File: config.mk
export PLATFORM = sky130hd
export DESIGN_NAME = microwave_ctrl_param
export DESIGN_NICKNAME = d
export VERILOG_FILES = /design/src/rtl/mw_pkg.sv /design/src/rtl/seg7_dec.sv /design/src/rtl/microwave_ctrl_param.sv
export SDC_FILE = /design/constraint.sdc
export NUM_CORES = 1
export LEC_CHECK = 0
export ABC_AREA = 1
export BUFFER_PORTS_ARGS = -buffer_cell sky130_fd_sc_hd__buf_2
export CAP_MARGIN = 20
export CORE_UTILIZATION = 50
export CTS_BUF_LIST = sky130_fd_sc_hd__clkbuf_2 sky130_fd_sc_hd__clkbuf_4 sky130_fd_sc_hd__clkbuf_8
export CTS_CLUSTER_DIAMETER = 60
export CTS_CLUSTER_SIZE = 28
export DETAILED_ROUTE_END_ITERATION = 10
export PLACE_DENSITY = 0.69
export SYNTH_ARGS = -nofsm -noshare
export SYNTH_HDL_FRONTEND = slang
export SYNTH_SLANG_ARGS = --single-unit
File: constraint.sdc
create_clock -name clk -period 3.4 [get_ports clk]
set_input_delay 0.51 -clock clk [delete_from_list [all_inputs] [get_ports clk]]
set_output_delay 0.51 -clock clk [all_outputs]
set_load 0.1 [all_outputs]
File: src/rtl/mw_pkg.sv
// rtl/mw_pkg.sv - shared types, key indices, 7-segment patterns and BCD helper for the microwave controller
package mw_pkg;

    typedef enum logic [2:0] {
        IDLE,
        ENTRY,
        COOK,
        PAUSED,
        DONE,
        CONF_SEL,
        CONF_REC
    } state_t;

    // One resolved front-panel action per cycle, highest priority first.
    typedef enum logic [2:0] {
        ACT_NONE,
        ACT_CANCEL,
        ACT_START,
        ACT_CONF,
        ACT_RECIPE,
        ACT_DIGIT
    } action_t;

    localparam int KEY_START  = 10;
    localparam int KEY_CANCEL = 11;

    // gfedcba, active-high
    localparam logic [6:0] SEG7_0     = 7'b0111111;
    localparam logic [6:0] SEG7_1     = 7'b0000110;
    localparam logic [6:0] SEG7_2     = 7'b1011011;
    localparam logic [6:0] SEG7_3     = 7'b1001111;
    localparam logic [6:0] SEG7_4     = 7'b1100110;
    localparam logic [6:0] SEG7_5     = 7'b1101101;
    localparam logic [6:0] SEG7_6     = 7'b1111101;
    localparam logic [6:0] SEG7_7     = 7'b0000111;
    localparam logic [6:0] SEG7_8     = 7'b1111111;
    localparam logic [6:0] SEG7_9     = 7'b1101111;
    localparam logic [6:0] SEG7_BLANK = 7'b0000000;

    // Single BCD digit minus one; 0 wraps to 9 and the caller handles the borrow.
    function automatic logic [3:0] bcd_dec(input logic [3:0] d);
        return (d == 4'd0) ? 4'd9 : d - 4'd1;
    endfunction

endpackage

File: src/rtl/seg7_dec.sv
// rtl/seg7_dec.sv - combinational BCD to gfedcba decoder, blank for non-BCD codes
module seg7_dec
    import mw_pkg::*;
(
    input  logic [3:0] bcd,
    output logic [6:0] seg
);

    // Lookup of the display pattern for one digit.
    always_comb begin
        seg = SEG7_BLANK;
        case (bcd)
            4'd0:    seg = SEG7_0;
            4'd1:    seg = SEG7_1;
            4'd2:    seg = SEG7_2;
            4'd3:    seg = SEG7_3;
            4'd4:    seg = SEG7_4;
            4'd5:    seg = SEG7_5;
            4'd6:    seg = SEG7_6;
            4'd7:    seg = SEG7_7;
            4'd8:    seg = SEG7_8;
            4'd9:    seg = SEG7_9;
            default: seg = SEG7_BLANK;
        endcase
    end

endmodule

File: src/rtl/microwave_ctrl_param.sv
// rtl/microwave_ctrl_param.sv - microwave controller: keypad entry, MM:SS countdown, recipes, beep
module microwave_ctrl_param
    import mw_pkg::*;
#(
    parameter int DIGITS        = 4,
    parameter int NUM_RECIPES   = 4,
    parameter int TICKS_PER_SEC = 1000,
    parameter int BEEP_CYCLES   = 3000
)
(
    input  logic                   clk,
    input  logic                   rst,
    input  logic [11:0]            t,
    input  logic                   conf,
    input  logic [NUM_RECIPES-1:0] r,
    input  logic                   porta,
    output logic [7*DIGITS-1:0]    seg,
    output logic                   luz,
    output logic                   motor,
    output logic                   aquec,
    output logic                   som
);

    localparam int TMW = 4 * DIGITS;
    localparam int CW  = $clog2(DIGITS + 1);
    localparam int RW  = (NUM_RECIPES > 1) ? $clog2(NUM_RECIPES) : 1;
    localparam int TW  = $clog2(TICKS_PER_SEC + 1);
    localparam int BW  = $clog2(BEEP_CYCLES + 1);
    localparam logic [TW-1:0] TICK_LAST = TW'(TICKS_PER_SEC - 1);
    localparam logic [BW-1:0] BEEP_LAST = BW'(BEEP_CYCLES - 1);

    logic [11:0]            t_q, t_prev;
    logic                   conf_q, conf_prev, porta_q;
    logic [NUM_RECIPES-1:0] r_q, r_prev;
    logic [11:0]            t_edge;
    logic                   conf_edge;
    logic [NUM_RECIPES-1:0] r_edge;

    action_t                act;
    logic [3:0]             dig;
    logic [RW-1:0]          rec;

    state_t                 state, state_n;
    logic [TMW-1:0]         tm, tm_n, tm_wr, tm_dec;
    logic [CW-1:0]          cursor, cursor_n;
    logic [TW-1:0]          tick, tick_n;
    logic [BW-1:0]          beep, beep_n;
    logic [RW-1:0]          sel, sel_n;
    logic                   slot_we, can_write, borrow;
    logic [TMW-1:0]         slot [NUM_RECIPES];
    logic [7*DIGITS-1:0]    seg_w;

    assign t_edge    = t_q & ~t_prev;
    assign conf_edge = conf_q & ~conf_prev;
    assign r_edge    = r_q & ~r_prev;
    assign can_write = (cursor < CW'(DIGITS));

    // Register the panel inputs so edges are detected one cycle after a level rises.
    always_ff @(posedge clk) begin
        if (rst) begin
            t_q <= '0; t_prev <= '0; conf_q <= 1'b0; conf_prev <= 1'b0;
            r_q <= '0; r_prev <= '0; porta_q <= 1'b0;
        end else begin
            t_q <= t; t_prev <= t_q; conf_q <= conf; conf_prev <= conf_q;
            r_q <= r; r_prev <= r_q; porta_q <= porta;
        end
    end

    // Resolve simultaneous edges into a single action; lowest index wins within a group.
    always_comb begin
        act = ACT_NONE;
        dig = '0;
        rec = '0;
        for (int i = NUM_RECIPES - 1; i >= 0; i--)
            if (r_edge[i]) rec = RW'(i);
        for (int i = 9; i >= 0; i--)
            if (t_edge[i]) dig = 4'(i);
        if (t_edge[KEY_CANCEL])    act = ACT_CANCEL;
        else if (t_edge[KEY_START]) act = ACT_START;
        else if (conf_edge)         act = ACT_CONF;
        else if (|r_edge)           act = ACT_RECIPE;
        else if (|t_edge[9:0])      act = ACT_DIGIT;
    end

    // Time with the pressed digit written at the cursor position (d0 fills first).
    always_comb begin
        tm_wr = tm;
        for (int i = 0; i < DIGITS; i++)
            if (cursor == CW'(i)) tm_wr[4*i +: 4] = dig;
    end

    // One-second decrement: seconds count down as BCD; 00 seconds wraps to 59 and borrows minutes.
    always_comb begin
        tm_dec = tm;
        borrow = 1'b1;
        if (tm[7:0] != 8'h00) begin
            tm_dec[3:0] = bcd_dec(tm[3:0]);
            if (tm[3:0] == 4'd0) tm_dec[7:4] = bcd_dec(tm[7:4]);
        end else begin
            tm_dec[7:0] = 8'h59;
            for (int i = 2; i < DIGITS; i++) begin
                if (borrow) begin
                    tm_dec[4*i +: 4] = bcd_dec(tm[4*i +: 4]);
                    borrow = (tm[4*i +: 4] == 4'd0);
                end
            end
        end
    end

    // Next-state and datapath updates for the controller FSM.
    always_comb begin
        state_n  = state;
        tm_n     = tm;
        cursor_n = cursor;
        tick_n   = tick;
        beep_n   = beep;
        sel_n    = sel;
        slot_we  = 1'b0;
        case (state)
            IDLE: begin
                case (act)
                    ACT_DIGIT:  begin tm_n = TMW'(dig); cursor_n = CW'(1); state_n = ENTRY; end
                    ACT_RECIPE: begin tm_n = slot[rec]; cursor_n = CW'(DIGITS); state_n = ENTRY; end
                    ACT_CONF:   state_n = CONF_SEL;
                    default: ;
                endcase
            end
            ENTRY: begin
                case (act)
                    ACT_CANCEL: begin tm_n = '0; cursor_n = '0; state_n = IDLE; end
                    ACT_START: begin
                        if (!porta_q && tm != '0) begin
                            tick_n  = '0;
                            state_n = COOK;
                        end
                    end
                    ACT_RECIPE: begin tm_n = slot[rec]; cursor_n = CW'(DIGITS); end
                    ACT_DIGIT: begin
                        if (can_write) begin tm_n = tm_wr; cursor_n = cursor + CW'(1); end
                    end
                    default: ;
                endcase
            end
            COOK: begin
                if (act == ACT_CANCEL || porta_q) begin
                    state_n = PAUSED;
                end else if (tick == TICK_LAST) begin
                    tick_n = '0;
                    tm_n   = tm_dec;
                    if (tm_dec == '0) begin beep_n = '0; state_n = DONE; end
                end else begin
                    tick_n = tick + TW'(1);
                end
            end
            PAUSED: begin
                if (act == ACT_CANCEL) begin
                    tm_n = '0; cursor_n = '0; state_n = IDLE;
                end else if (act == ACT_START && !porta_q) begin
                    state_n = COOK;
                end
            end
            DONE: begin
                if (act == ACT_CANCEL || beep == BEEP_LAST) state_n = IDLE;
                else beep_n = beep + BW'(1);
            end
            CONF_SEL: begin
                if (act == ACT_RECIPE) begin
                    sel_n = rec; tm_n = '0; cursor_n = '0; state_n = CONF_REC;
                end else if (act != ACT_NONE) begin
                    state_n = IDLE;
                end
            end
            CONF_REC: begin
                if (act == ACT_CANCEL) begin
                    tm_n = '0; cursor_n = '0; state_n = IDLE;
                end else if (!can_write) begin
                    slot_we = 1'b1; state_n = IDLE;
                end else if (act == ACT_DIGIT) begin
                    tm_n = tm_wr; cursor_n = cursor + CW'(1);
                end
            end
            default: state_n = IDLE;
        endcase
    end

    // State, time, counters and recipe slot storage.
    always_ff @(posedge clk) begin
        if (rst) begin
            state <= IDLE; tm <= '0; cursor <= '0; tick <= '0; beep <= '0; sel <= '0;
            for (int i = 0; i < NUM_RECIPES; i++) slot[i] <= '0;
        end else begin
            state <= state_n; tm <= tm_n; cursor <= cursor_n;
            tick <= tick_n; beep <= beep_n; sel <= sel_n;
            if (slot_we) slot[sel] <= tm;
        end
    end

    for (genvar g = 0; g < DIGITS; g++) begin : g_dec
        seg7_dec u_dec (.bcd(tm[4*g +: 4]), .seg(seg_w[7*g +: 7]));
    end

    // Registered display and actuator outputs, one cycle behind the state.
    always_ff @(posedge clk) begin
        if (rst) begin
            seg <= {DIGITS{SEG7_0}}; luz <= porta; motor <= 1'b0; aquec <= 1'b0; som <= 1'b0;
        end else begin
            seg   <= seg_w;
            luz   <= (state == COOK) || porta;
            motor <= (state == COOK);
            aquec <= (state == COOK);
            som   <= (state == DONE);
        end
    end

endmodule

### Word level (Yosys, flattened, before mapping)

Memory sizes are Yosys's and may differ from the RTL's. A register that Yosys moved wholly into a read port is not among the register bits.
Index checks and enable logic that the tools add are counted.

| cells by class | value |
|---|---|
| add/sub/neg operators | 7 |
| $mul | 0 |
| divide/modulo/power cells | 0 |
| magnitude comparators | 1 |
| equality and inequality tests | 38 |
| shift-type cells | 0 |
| mux-type cells | 88 |
| bitwise operators | 6 |
| reductions and logical operators | 30 |

Operator list:

| kind | count |
|---|---|
| two-way mux 16 bit | 9 |
| case mux 16 bit (6 select lines) | 1 |
| two-way mux 4 bit | 20 |
| two-way mux 3 bit | 22 |
| two-way mux 12 bit | 4 |
| case mux 16 bit (3 select lines) | 1 |
| two-way mux 10 bit | 4 |
| inequality test 3 bit, second input constant | 11 |
| case mux 16 bit (2 select lines) | 1 |
| case mux 12 bit (2 select lines) | 1 |
| case mux 3 bit (7 select lines) | 1 |
| case mux 10 bit (2 select lines) | 1 |
| == test 3 x 2 -> 1 bit, second input constant | 6 |
| inequality test 2 bit, second input constant | 9 |
| case mux 3 bit (2 select lines) | 3 |
| logical NOT 16 bit | 1 |
| logical NOT 4 bit | 4 |
| two-way mux 8 bit | 2 |
| nonzero test 16 bit | 1 |
| OR reduction 16 bit | 1 |
| subtractor 4 x 1 -> 4 bit, second input constant | 4 |
| == test 3 bit, second input constant | 5 |
| case mux 3 bit (5 select lines) | 1 |
| adder 12 x 1 -> 12 bit, second input constant | 1 |
| 35 further kinds | 56 |

| word-level totals | value |
|---|---|
| register bits | 84 |
| bits in latches | 0 |
| RAM bits | 64 |
| ROM bits | 448 |
| bits of input ports | 20 |
| word-level logic and storage cells | 191 |
| memories | 5 |

Memories:

| name | words | bits a word | read ports | clocked after Yosys merged registers in | wr ports | line | source |
|---|---|---|---|---|---|---|---|
| (no name shown) | 16 | 7 | 1 | 1 | 0 | seg7_dec.sv:12 | `case (bcd)` |
| (no name shown) | 16 | 7 | 1 | 1 | 0 | seg7_dec.sv:12 |  |
| (no name shown) | 16 | 7 | 1 | 1 | 0 | seg7_dec.sv:12 |  |
| (no name shown) | 16 | 7 | 1 | 1 | 0 | seg7_dec.sv:12 |  |
| slot | 4 | 16 | 1 | 0 | 4 | microwave_ctrl_param.sv:50 | `logic [TMW-1:0] slot [NUM_RECIPES];` |

### Longest topological paths before layout

Gate-level depths: netlist (run 1).

| logic depth | value |
|---|---|
| depth after elaboration | 17 |
| depth in mapped cells | 16 |
| gate-level depth less buffers | 16 |

### Cells and area by module

A second synthesis (run 1) with hierarchy kept.

| unflattened totals | value |
|---|---|
| cells, all modules | 1,283 |
| area total of the unflattened synthesis | 9,464.1 µm² |

By module, submodules not included:

| module | instances | cells an instance | area an instance (µm²) | sequential area each (µm²) |
|---|---|---|---|---|
| microwave_ctrl_param | 1 | 1,127 | 8,623.3 | 4,164.0 |
| seg7_dec | 4 | 39 | 210.2 | 0.0 |

### Worst setup path after synthesis (run 1)

OpenSTA, ideal clock, no wires.

| timing | value |
|---|---|
| kind | register -> register |
| start point | reg tm[0] |
| end point | reg beep[2] |
| setup time | 114 ps |
| data arrival time | 2,232 ps |
| data required time | 3,286 ps |
| setup slack | 1,054 ps |
| stages on the path, launching flop included | 16 |
| path buffers | 1 |
| clock period less this slack | 2,346 ps |
| cell sequence | dfxtp_1 > clkinv_1 > ha_1 > ha_1 > inv_1 > a21boi_0 > nand3_1 > nor2_1 > nand2_1 > nor2_2 > nand4_2 > buf_4 > nand3_2 > nand2_1 > clkinv_1 > nor2_1 |

| between the ends | value |
|---|---|
| word-level cells in the longest chain between the ends | 6 |
| elaborated cells on any way between the ends | 10 |

Ends and longest elaborated chain:

| what | line | source |
|---|---|---|
| from (decl) | microwave_ctrl_param.sv:44 | `logic [TMW-1:0] tm, tm_n, tm_wr, tm_dec;` |
| from (signal assigned) | microwave_ctrl_param.sv:192 | `state <= state_n; tm <= tm_n; cursor <= cursor_n;` |
| subtractor 4 x 1 -> 4 bit or logical NOT 4 bit (tied branches) | mw_pkg.sv:42, microwave_ctrl_param.sv:98 |  |
| two-way mux 4 bit, on equally long branches | mw_pkg.sv:42, microwave_ctrl_param.sv:98 |  |
| two-way mux 8 bit | microwave_ctrl_param.sv:96 | `if (tm[7:0] != 8'h00) begin` |
| logical NOT 16 bit * | microwave_ctrl_param.sv:150 | `if (tm_dec == '0) begin beep_n = '0; state_n = DONE; end` |
| inequality test 2 bit (no source line) * | - |  |
| AND reduction 5 bit (no source line) * | - |  |
| to (signal assigned) | microwave_ctrl_param.sv:193 | `tick <= tick_n; beep <= beep_n; sel <= sel_n;` |
| to (decl) | microwave_ctrl_param.sv:47 | `logic [BW-1:0] beep, beep_n;` |

Mark *: on every way between the ends. The rest lies on a longest branch, timed or not.
A chain may end at the register's enable or synchronous reset.

### Final worst setup path (run 1)

| timing | value |
|---|---|
| start point | reg tm[0] |
| end point | reg beep[8] |

Same word-level chain as after synthesis.

==> results by stage, run 1 <==
Outcome:
- The run finished with clean final reports.

Floorplan:
- The die is about 140 um tall.
- The core region is ~18,000 um^2.
- The overall die width is about 140 um.
- In this run the core area contains 48 standard-cell rows.
- The initial standard-cell utilization of the core is between 50% and 60%.
- During I/O placement, the number of pins put on the boundary was 52.
- The floorplan step defined a die boundary enclosing approximately 19,000 um^2.

Power:
- The share of total power dissipated in sequential elements is 35.4%.
- The internal power component is 3.89 mW.
- Net switching is between 40% and 50% of the power.
- The completed layout was analyzed and its total power is ~7.5 mW.
- The power density normalized to cell area is between 700 and 800 nW/um^2.
- The share of total power dissipated in combinational logic is between 40% and 50%.
- Across the VDD grid, the largest voltage drop is about 0.00052 V.
- For this design the total switching power over the nets is 3.63 mW.
- The share of total power dissipated in the clock network is between 15 and 20%.
- For this design the static power due to leakage is ~4.3 nW.

Yosys:
- The average cell area after synthesis is ~7.4 um^2.
- The proportion of synthesized flip-flops having asynchronous set or reset is 0%.
- The dominant cell type by area after synthesis is sky130_fd_sc_hd__dfxtp_1.
- Yosys mapped a number of flops with a built-in enable equal to 64.
- The number of instances in the synthesized netlist is roughly 1,200.
- The Yosys step of the flow raised 0 warnings.
- The share of the Yosys chip area taken by registers is between 40% and 50%.
- The number of flip-flops and latches in the synthesized netlist is 176.
- Counting distinct cell types in the post-synthesis netlist gives slightly below 50.
- The top cell type by area accounts for 24.7% of the synthesized area.
- The synthesized cell area is between 9000 and 10,000 um^2.
- Among all flip-flop cells after synthesis, the most frequent one is sky130_fd_sc_hd__dfxtp_1.
- The net count after synthesis is approximately 1,300.
- Ranked by total cell area, the synthesized netlist is headed by sky130_fd_sc_hd__dfxtp_1, sky130_fd_sc_hd__edfxtp_1, sky130_fd_sc_hd__nand2_1, sky130_fd_sc_hd__nor2_1, sky130_fd_sc_hd__nand3_1.

Setup path:
- The path type of the worst setup path is flip-flop to flip-flop.
- The worst setup path is launched from a flip-flop.
- The end point of the critical path is beep[8].
- The top fanout value on the critical path is 12.
- The startpoint identified for the worst register-to-register timing path is tm[0].
- The critical path required time is between 3 and 4 ns.
- The endpoint identified for the worst register-to-register timing path is beep[8].
- The launch point of the worst path is tm[0].
- The endpoint type of the worst setup path is a flip-flop.
- The register-to-register setup slack is 0.51 ns.
- The worst register-to-register path has a depth of 13.
- The signal arrival time at the worst endpoint is 3.29 ns.

Place:
- Once detailed placement completed, the half-perimeter wirelength came to ~15,000 um.
- At the end of routability-driven placement, the weighted congestion stood at slightly above 0.9.
- The number of input and output port buffers inserted is 51.

Clock network:
- Post-CTS repair changed the size of 0 cells.
- In this run the post-CTS setup repair buffer count came out at 0.
- The TritonCTS clock tree is yes.
- The library cell used as clock root buffer is sky130_fd_sc_hd__clkbuf_8.
- For the worst-skew pair, the clock arrives at the later sink with an insertion delay of around 0.48 ns.
- The number of buffers created by CTS is 17.
- The H-tree was split into 4 levels.
- The register clock-pin slew on the reported worst setup and hold paths is approximately 0.10 ns.
- In this run the deepest clock path goes through 2 buffers.
- The quantity of hold-fixing buffers added after cts is 0.
- CTS saw 176 sinks.

Drt:
- The mean number of vias per cell is between 5 and 6.
- The routed design has between 20,000 and 25,000 um of wire.
- The total vias in the final route is 7,891.
- After the first detailed-routing iteration, the DRC count stood at ~580.
- The number of optimization iterations in the first detailed-route pass is 7.
- After detailed routing, the number of remaining DRC violations is 0.
- The count of antenna-violating nets left after detailed routing is 0.
- The routed length per placed instance is approximately 14 um.

Global route:
- The first global-routing pass estimated about 35,000 um of wire.
- The initial antenna violation count came to 0.
- The largest net degree at the start of global routing is 59.
- For this run the aggregate overflow at the end of global routing stands at 0.
- The number of global-route vias before repair is 7,180.
- Across every metal layer, demand over resource in global routing totals approximately 24%.

Timing:
- The slew at the pin closest to its max-slew limit is a little over 0.8 ns.
- Setup repair after global routing left no endpoint under its margin.
- Setup violations remaining at the end of the flow were counted as 0.
- In the finished design, the share of the clock period the worst path needs comes to 85.0%.
- The worst clock skew is approximately 0.016 ns.
- The final sum of negative setup slack is 0 ns.
- The final count of hold timing violations is 0.
- The tightest hold path in the finished design has a slack of 0.231 ns.
- The routed design could run at a clock period as short as between 2 and 3 ns.
- Headroom to the max-slew limit came out at between 40% and 50%.
- The maximum clock frequency is ~350 MHz.
- The total count of max-transition violations in the final report is 0.

Job:
- The max-cap violation count is 0.

Finish:
- From synthesis to final layout, the design area changed by 9.02%.
- The net count of the finished layout is 1,331.
- The number of diodes is 0.
- The ratio of cells with drive above 1 in the final layout is 11.5%.

Worst hold path:
- The tightest min-delay check is of the input port to flip-flop type.
area by class of cell:
| class | instances | area (um^2) |
|---|---|---|
| clock buffer | 21 | 283 |
| clock inverter | 11 | 76.3 |
| fill | 1644 | 7640 |
| inverter | 152 | 576 |
| multi-input combinational | 865 | 4140 |
| sequential | 176 | 4160 |
| tap | 225 | 282 |
| timing repair buffer | 67 | 375 |
kinds of logic (layout without fill, tap and decap cells):
family | count (synthesis) | after routing | synth area share [%]
simple gates | 687 | 687 | 32.1
flops | 176 | 176 | 45.9
compound gates | 136 | 136 | 8.11
xor+xnor | 10 | 10 | 0.965
fa+ha+maj | 32 | 32 | 4.41
buf+inv | 193 | 251 | 8.52
cell usage in the layout (no fill, tap or decap), types with 2 or more instances in the layout:
cell type	n
sky130_fd_sc_hd__nor4_1	4
sky130_fd_sc_hd__nor3b_1	2
sky130_fd_sc_hd__nor3_1	15
sky130_fd_sc_hd__o21ai_0	59
sky130_fd_sc_hd__nand2_2	7
sky130_fd_sc_hd__nand4_1	8
sky130_fd_sc_hd__inv_6	4
sky130_fd_sc_hd__o21ai_1	12
sky130_fd_sc_hd__clkinv_1	9
sky130_fd_sc_hd__a211oi_1	2
sky130_fd_sc_hd__nor2_4	2
sky130_fd_sc_hd__xor2_1	9
sky130_fd_sc_hd__inv_2	18
sky130_fd_sc_hd__inv_1	124
sky130_fd_sc_hd__buf_4	16
sky130_fd_sc_hd__o211ai_1	3
sky130_fd_sc_hd__buf_2	51
sky130_fd_sc_hd__a21oi_1	44
sky130_fd_sc_hd__clkbuf_8	20
sky130_fd_sc_hd__nor2_1	225
sky130_fd_sc_hd__clkinv_2	4
sky130_fd_sc_hd__o311ai_0	2
sky130_fd_sc_hd__nand3_2	2
sky130_fd_sc_hd__inv_4	3
sky130_fd_sc_hd__o22ai_1	4
sky130_fd_sc_hd__ha_1	32
sky130_fd_sc_hd__dfxtp_1	112
sky130_fd_sc_hd__edfxtp_1	64
sky130_fd_sc_hd__nand4_2	2
sky130_fd_sc_hd__nor2_2	12
sky130_fd_sc_hd__nand2_1	300
sky130_fd_sc_hd__nand3_1	101
sky130_fd_sc_hd__a21boi_0	2
sequential cells by signal (all words and copies together), names as in the netlist, 2 cells and up:
signal / flops
tm: 16
t_prev: 12
cursor: 3
r_prev: 4
r_q: 4
sel: 2
beep: 12
tick: 10
state: 3
t_q: 12
seg: 28
slot: 64
critical path, cell delays in order, from the launching register on:
cell and delay (ns):
sky130_fd_sc_hd__dfxtp_1 0.41, sky130_fd_sc_hd__clkinv_1 0.30, sky130_fd_sc_hd__ha_1 0.40, sky130_fd_sc_hd__ha_1 0.31, sky130_fd_sc_hd__inv_1 0.04, sky130_fd_sc_hd__a21boi_0 0.18
sky130_fd_sc_hd__nand3_1 0.13, sky130_fd_sc_hd__nor2_1 0.10, sky130_fd_sc_hd__nand2_1 0.08, sky130_fd_sc_hd__nor2_2 0.13, sky130_fd_sc_hd__nand4_2 0.21, sky130_fd_sc_hd__nand2_2 0.27
sky130_fd_sc_hd__nand2_1 0.10, sky130_fd_sc_hd__a21oi_1 0.16
Yosys cell counts (all sizes together) (3+ instances only):
library cell	n
clkinv	9
edfxtp	64
inv	143
nand2	307
o21ai	71
a21oi	44
dfxtp	112
nor3	15
nand3	104
nand4	11
ha	32
clkbuf	23
nor2	240
buf	18
o211ai	3
xor2	9
o22ai	4
nor4	4
power groups by stage:
stage / Sequential, mW / Clock (mW) / Combinational (mW)
after CTS: 2.66 / 1.38 / 3.49
after global placement: 2.70 / 0 / 3.45
after floorplan: 3.50 / 0 / 2.01
after global routing: 2.70 / 1.46 / 3.89
after detailed placement: 2.71 / 0 / 3.47
final: 2.66 / 1.35 / 3.51
routing by layer:
metal | vias to the layer above | global-route usage [%] | part of all wire (%)
met5 | - | 0 | 0
met4 | 0 | 10.6 | 2.5
met3 | 40 | 4.07 | 5.7
met2 | 210 | 39.3 | 47
met1 | 3618 | 31.8 | 44
li1 | 4023 | - | -
through the flow:
step	utilization, %	area (um^2)	setup slack (ns)	cells
final	56.4	9890	0.511	1517
after global routing	56.4	9890	0.170	1517
after CTS	56.4	9890	0.522	1517
after detailed placement	54.4	9530	0.557	1485
after global placement	54.4	9530	0.638	1485
after floorplan	-	9070	1.05	1234
worst min-delay path by stage:
stage               startpoint        end  slack, ns  cells past startpoint
floorplan               r_q[0]  r_prev[0]       0.40                      2
global placement        r_q[2]  r_prev[2]       0.41                      2
detailed placement      r_q[2]  r_prev[2]       0.41                      2
CTS                       t[5]     t_q[5]       0.21                      3
global route              t[5]     t_q[5]       0.21                      3
finish                   porta        luz       0.23                      3
No activity file was read; power rests on OpenSTA's default activity.
==> inputs of run 2 (changes only) <==
Settings changed: PLACE_DENSITY 0.69 to 0.72.
Clock period 3.4 ns to 2.3 ns, I/O delays scaled along.
==> run 2 against run 1 <==
  * Core utilization rose by 4.0 points
  * Combinational power grew 75%
  * Flip-flop and latch count is the same
  * Largest power group unchanged
==> results by stage, run 2 (synthesis gave the netlist of run 1 again) <==
Setup path:
- The startpoint of the worst register-to-register path is tm[1] (was tm[0]).
- The path type of the worst setup path was flip-flop to flip-flop (unchanged).
- The critical path required time was 2.64 ns (was 3.80 ns).
- The top fanout value on the critical path came to 9 (was 12).
- The endpoint type of the worst setup path is a flip-flop (unchanged).
- The end of the worst register-to-register path is beep[10] (was beep[8]).
- The category of the worst setup path launch point is a flip-flop (unchanged).
- The signal arrival time at the worst endpoint is 2.51 ns (was 3.29 ns).
- The register-to-register setup slack was 0.13 ns (was 0.51 ns).
- The number of cells on the worst reg-to-reg path is 15 (was 13).

Finish:
- Commonest cells after routing, fill and taps aside: sky130_fd_sc_hd__nand2_1, sky130_fd_sc_hd__nor2_1, sky130_fd_sc_hd__inv_1 (unchanged).
- The filler-free cell count of the finished design is 1,578 (was 1,517).
- The number of filler cells placed in the layout is 1,611 (was 1,644).
- The ratio of cells with drive above 1 in the final layout is 16.6% (was 11.5%).
- The largest register by flop count is slot (unchanged).
- Biggest registers after layout: slot x64, seg x28, tm x16 (unchanged).
- The most common cell after layout, fill and taps aside was sky130_fd_sc_hd__nand2_1 (unchanged).
- The synthesis-to-layout area growth is 16.8% (was 9.02%).
- The number of flip-flops under the largest register name is 64 (unchanged).
- The number of diodes is 0 (unchanged).
- The total number of nets in the final design is 1,392 (was 1,331).
- The cell area after layout came to 10,600 um^2 (was 9890 um^2).

Worst hold path:
- The number of instances on the worst hold path is 3 (unchanged).
- The class of the most critical hold timing path is input port to flip-flop (unchanged).
- The worst min-delay path endpoint is luz (unchanged).
- The startpoint of the lowest-slack hold path is porta (unchanged).

Drt:
- The total vias in the final route is 8,134 (was 7,891).
- The count of antenna-violating nets left after detailed routing is 0 (unchanged).
- The residual DRC count was 0 (unchanged).
- The number of optimization iterations in the first detailed-route pass was 5 (was 7).
- The mean number of vias per cell is 5.15 (was 5.20).
- The wire length after detailed routing is 22,000 um (was 21,200 um).
- The count of routing violations after the opening detailed-route iteration is 479 (was 577).
- The routed length per placed instance came to 13.9 um (was 14.0 um).

Clock network:
- The number of buffers on the longest clock path came to 2 (unchanged).
- The number of levels in the clock H-tree is 4 (unchanged).
- The quantity of hold-fixing buffers added after cts is 0 (unchanged).
- The register clock-pin slew on the reported worst setup and hold paths is 0.09 ns (was 0.10 ns).
- The TritonCTS clock tree is yes (unchanged).
- The number of buffers created by CTS was 17 (unchanged).
- The library cell used as clock root buffer was sky130_fd_sc_hd__clkbuf_8 (unchanged).
- The CTS sink count was 176 (unchanged).
- The later-pin clock latency in the skew report is 0.48 ns (about the same).

Power:
- The power density normalized to cell area is 1160 nW/um^2 (was 761 nW/um^2).
- The worst ir drop on vdd is 0.000728 V (was 0.000517 V).
- The leakage power is 4.67 nW (was 4.32 nW).

Timing:
- The slew at the pin closest to its max-slew limit is 0.526 ns (was 0.816 ns).
- The worst slew slack as a fraction of its limit was 64.8% (was 45.3%).
- The maximum clock frequency came to 460 MHz (was 346 MHz).
- The final count of hold timing violations came to 0 (unchanged).
- The tightest hold margin is 0.0672 ns (was 0.231 ns).
- The shortest period the worst path allows is 2.17 ns (was 2.89 ns).
- The fraction of the cycle the final worst path needs is 94.5% (was 85.0%).
- The number of failing setup endpoints in the final timing report came to 0 (unchanged).
- The worst clock skew is 0.0136 ns (was 0.0161 ns).
- The total count of max-transition violations in the final report is 0 (unchanged).

Floorplan:
- The chip height is 137 um (unchanged).
- The initial standard-cell utilization of the core is 51.7% (unchanged).
- The overall die width is 137 um (unchanged).
- The count of standard-cell rows was 48 (unchanged).
- The total die area came to 18,700 um^2 (unchanged).
- The number of ports placed on the die boundary is 52 (unchanged).
- The core box area is 17,500 um^2 (unchanged).

Global route:
- The initial antenna violation count is 0 (unchanged).
- The largest net degree at the start of global routing is 53 (was 59).
- The wire length of the first global-routing pass came to 35,600 um (was 34,900 um).
- The number of global-route vias before repair is 7,537 (was 7,180).
- The total track usage is 24.7% (was 24.3%).
- The aggregate global routing overflow is 0 (unchanged).

Place:
- The post-placement cell area is 9990 um^2 (was 9530 um^2).
- The placer's final routability congestion estimate was 0.942 (was 0.928).
- The number of placed instances, taps included is 1,539 (was 1,485).
- The estimated wirelength of the detail-placed design came to 15,800 um (was 14,800 um).
- The number of input and output port buffers inserted is 51 (unchanged).

Job:
- The max-cap violation count was 0 (unchanged).

Outcome:
- Result of the run: completed (unchanged).
-- run 2: changes by cell type in the layout (fill, tap and decap cells not counted), sizes merged --
cell / before / now
clkinv: 13 / 12
bufinv: 0 / 4
clkbuf: 21 / 19
clkinvlp: 0 / 4
nand2: 307 / 308
inv: 150 / 146
buf: 67 / 126
-- run 2: repair_timing --
action	4_1_cts	5_1_grt
cloned	0	2
hold endpoints to repair	0	0
endpoints found under the setup margin	5	79
resized for setup	3	28
pin swaps	0	7
setup buffers	0	5
-- run 2: layer usage --
metal	vias to the layer above	wire, um	GRT usage, %
met3	48	1200	4.81
met1	3701	9360	30.5
met5	-	0	0
li1	4160	-	-
met4	0	518	9.81
met2	225	10900	42.2
-- run 2: critical path: stages (launching register included) --
cell and delay (ns):
sky130_fd_sc_hd__dfxtp_1 0.32, sky130_fd_sc_hd__inv_2 0.07, sky130_fd_sc_hd__ha_4 0.15, sky130_fd_sc_hd__buf_4 0.11, sky130_fd_sc_hd__nand3_4 0.13, sky130_fd_sc_hd__nor2_8 0.19
sky130_fd_sc_hd__nand2_4 0.09, sky130_fd_sc_hd__nand2_1 0.07, sky130_fd_sc_hd__nand2_1 0.07, sky130_fd_sc_hd__nor2_1 0.12, sky130_fd_sc_hd__nand2_1 0.10, sky130_fd_sc_hd__nor2_4 0.13
sky130_fd_sc_hd__nand4_4 0.17, sky130_fd_sc_hd__buf_6 0.18, sky130_fd_sc_hd__nand3_1 0.07, sky130_fd_sc_hd__a21oi_1 0.07
-- run 2: where the power goes --
part	switching (mW)	leakage [nW]	internal, mW	total [mW]
clock	1.15	0.205	1.19	2.34
combinational	4.28	2.88	1.88	6.16
sequential	0.205	1.58	3.63	3.84
total	5.63	4.67	6.70	12.3
-- run 2: per-stage QoR --
stage / setup slack, ns / power, mW / utilization [%] / TNS [ns]
finish: 0.127 / 12.3 / 60.4 / 0
CTS: 0.0158 / 12.0 / 59.5 / 0
global route: -0.0216 / 13.1 / 60.4 / -0.0515
detailed placement: -0.0110 / 9.64 / 57.0 / -0.0145
global placement: 0.0408 / 9.56 / 57.0 / 0
floorplan: -0.0426 / 8.15 / - / -1.47
-- run 2: final cells by class --
cell class | instances | area [um^2] | area share (%)
Tap cell | 225 | 282 | 2.66
Multi-Input combinational cell | 866 | 4250 | 40.1
Sequential cell | 176 | 4170 | 39.3
Timing Repair Buffer | 127 | 897 | 8.46
Clock inverter | 14 | 188 | 1.77
Inverter | 152 | 577 | 5.44
Clock buffer | 18 | 241 | 2.28
-- run 2: worst max-delay path by stage --
stage,endpoint,from,slack [ns]
final,beep[10],tm[1],0.13
after global routing,beep[4],tm[0],-0.02
after CTS,beep[5],tm[1],0.02
after detailed placement,beep[10],tm[1],-0.01
after global placement,beep[10],tm[0],0.04
after floorplan,slot[0][0],state[2],-0.04
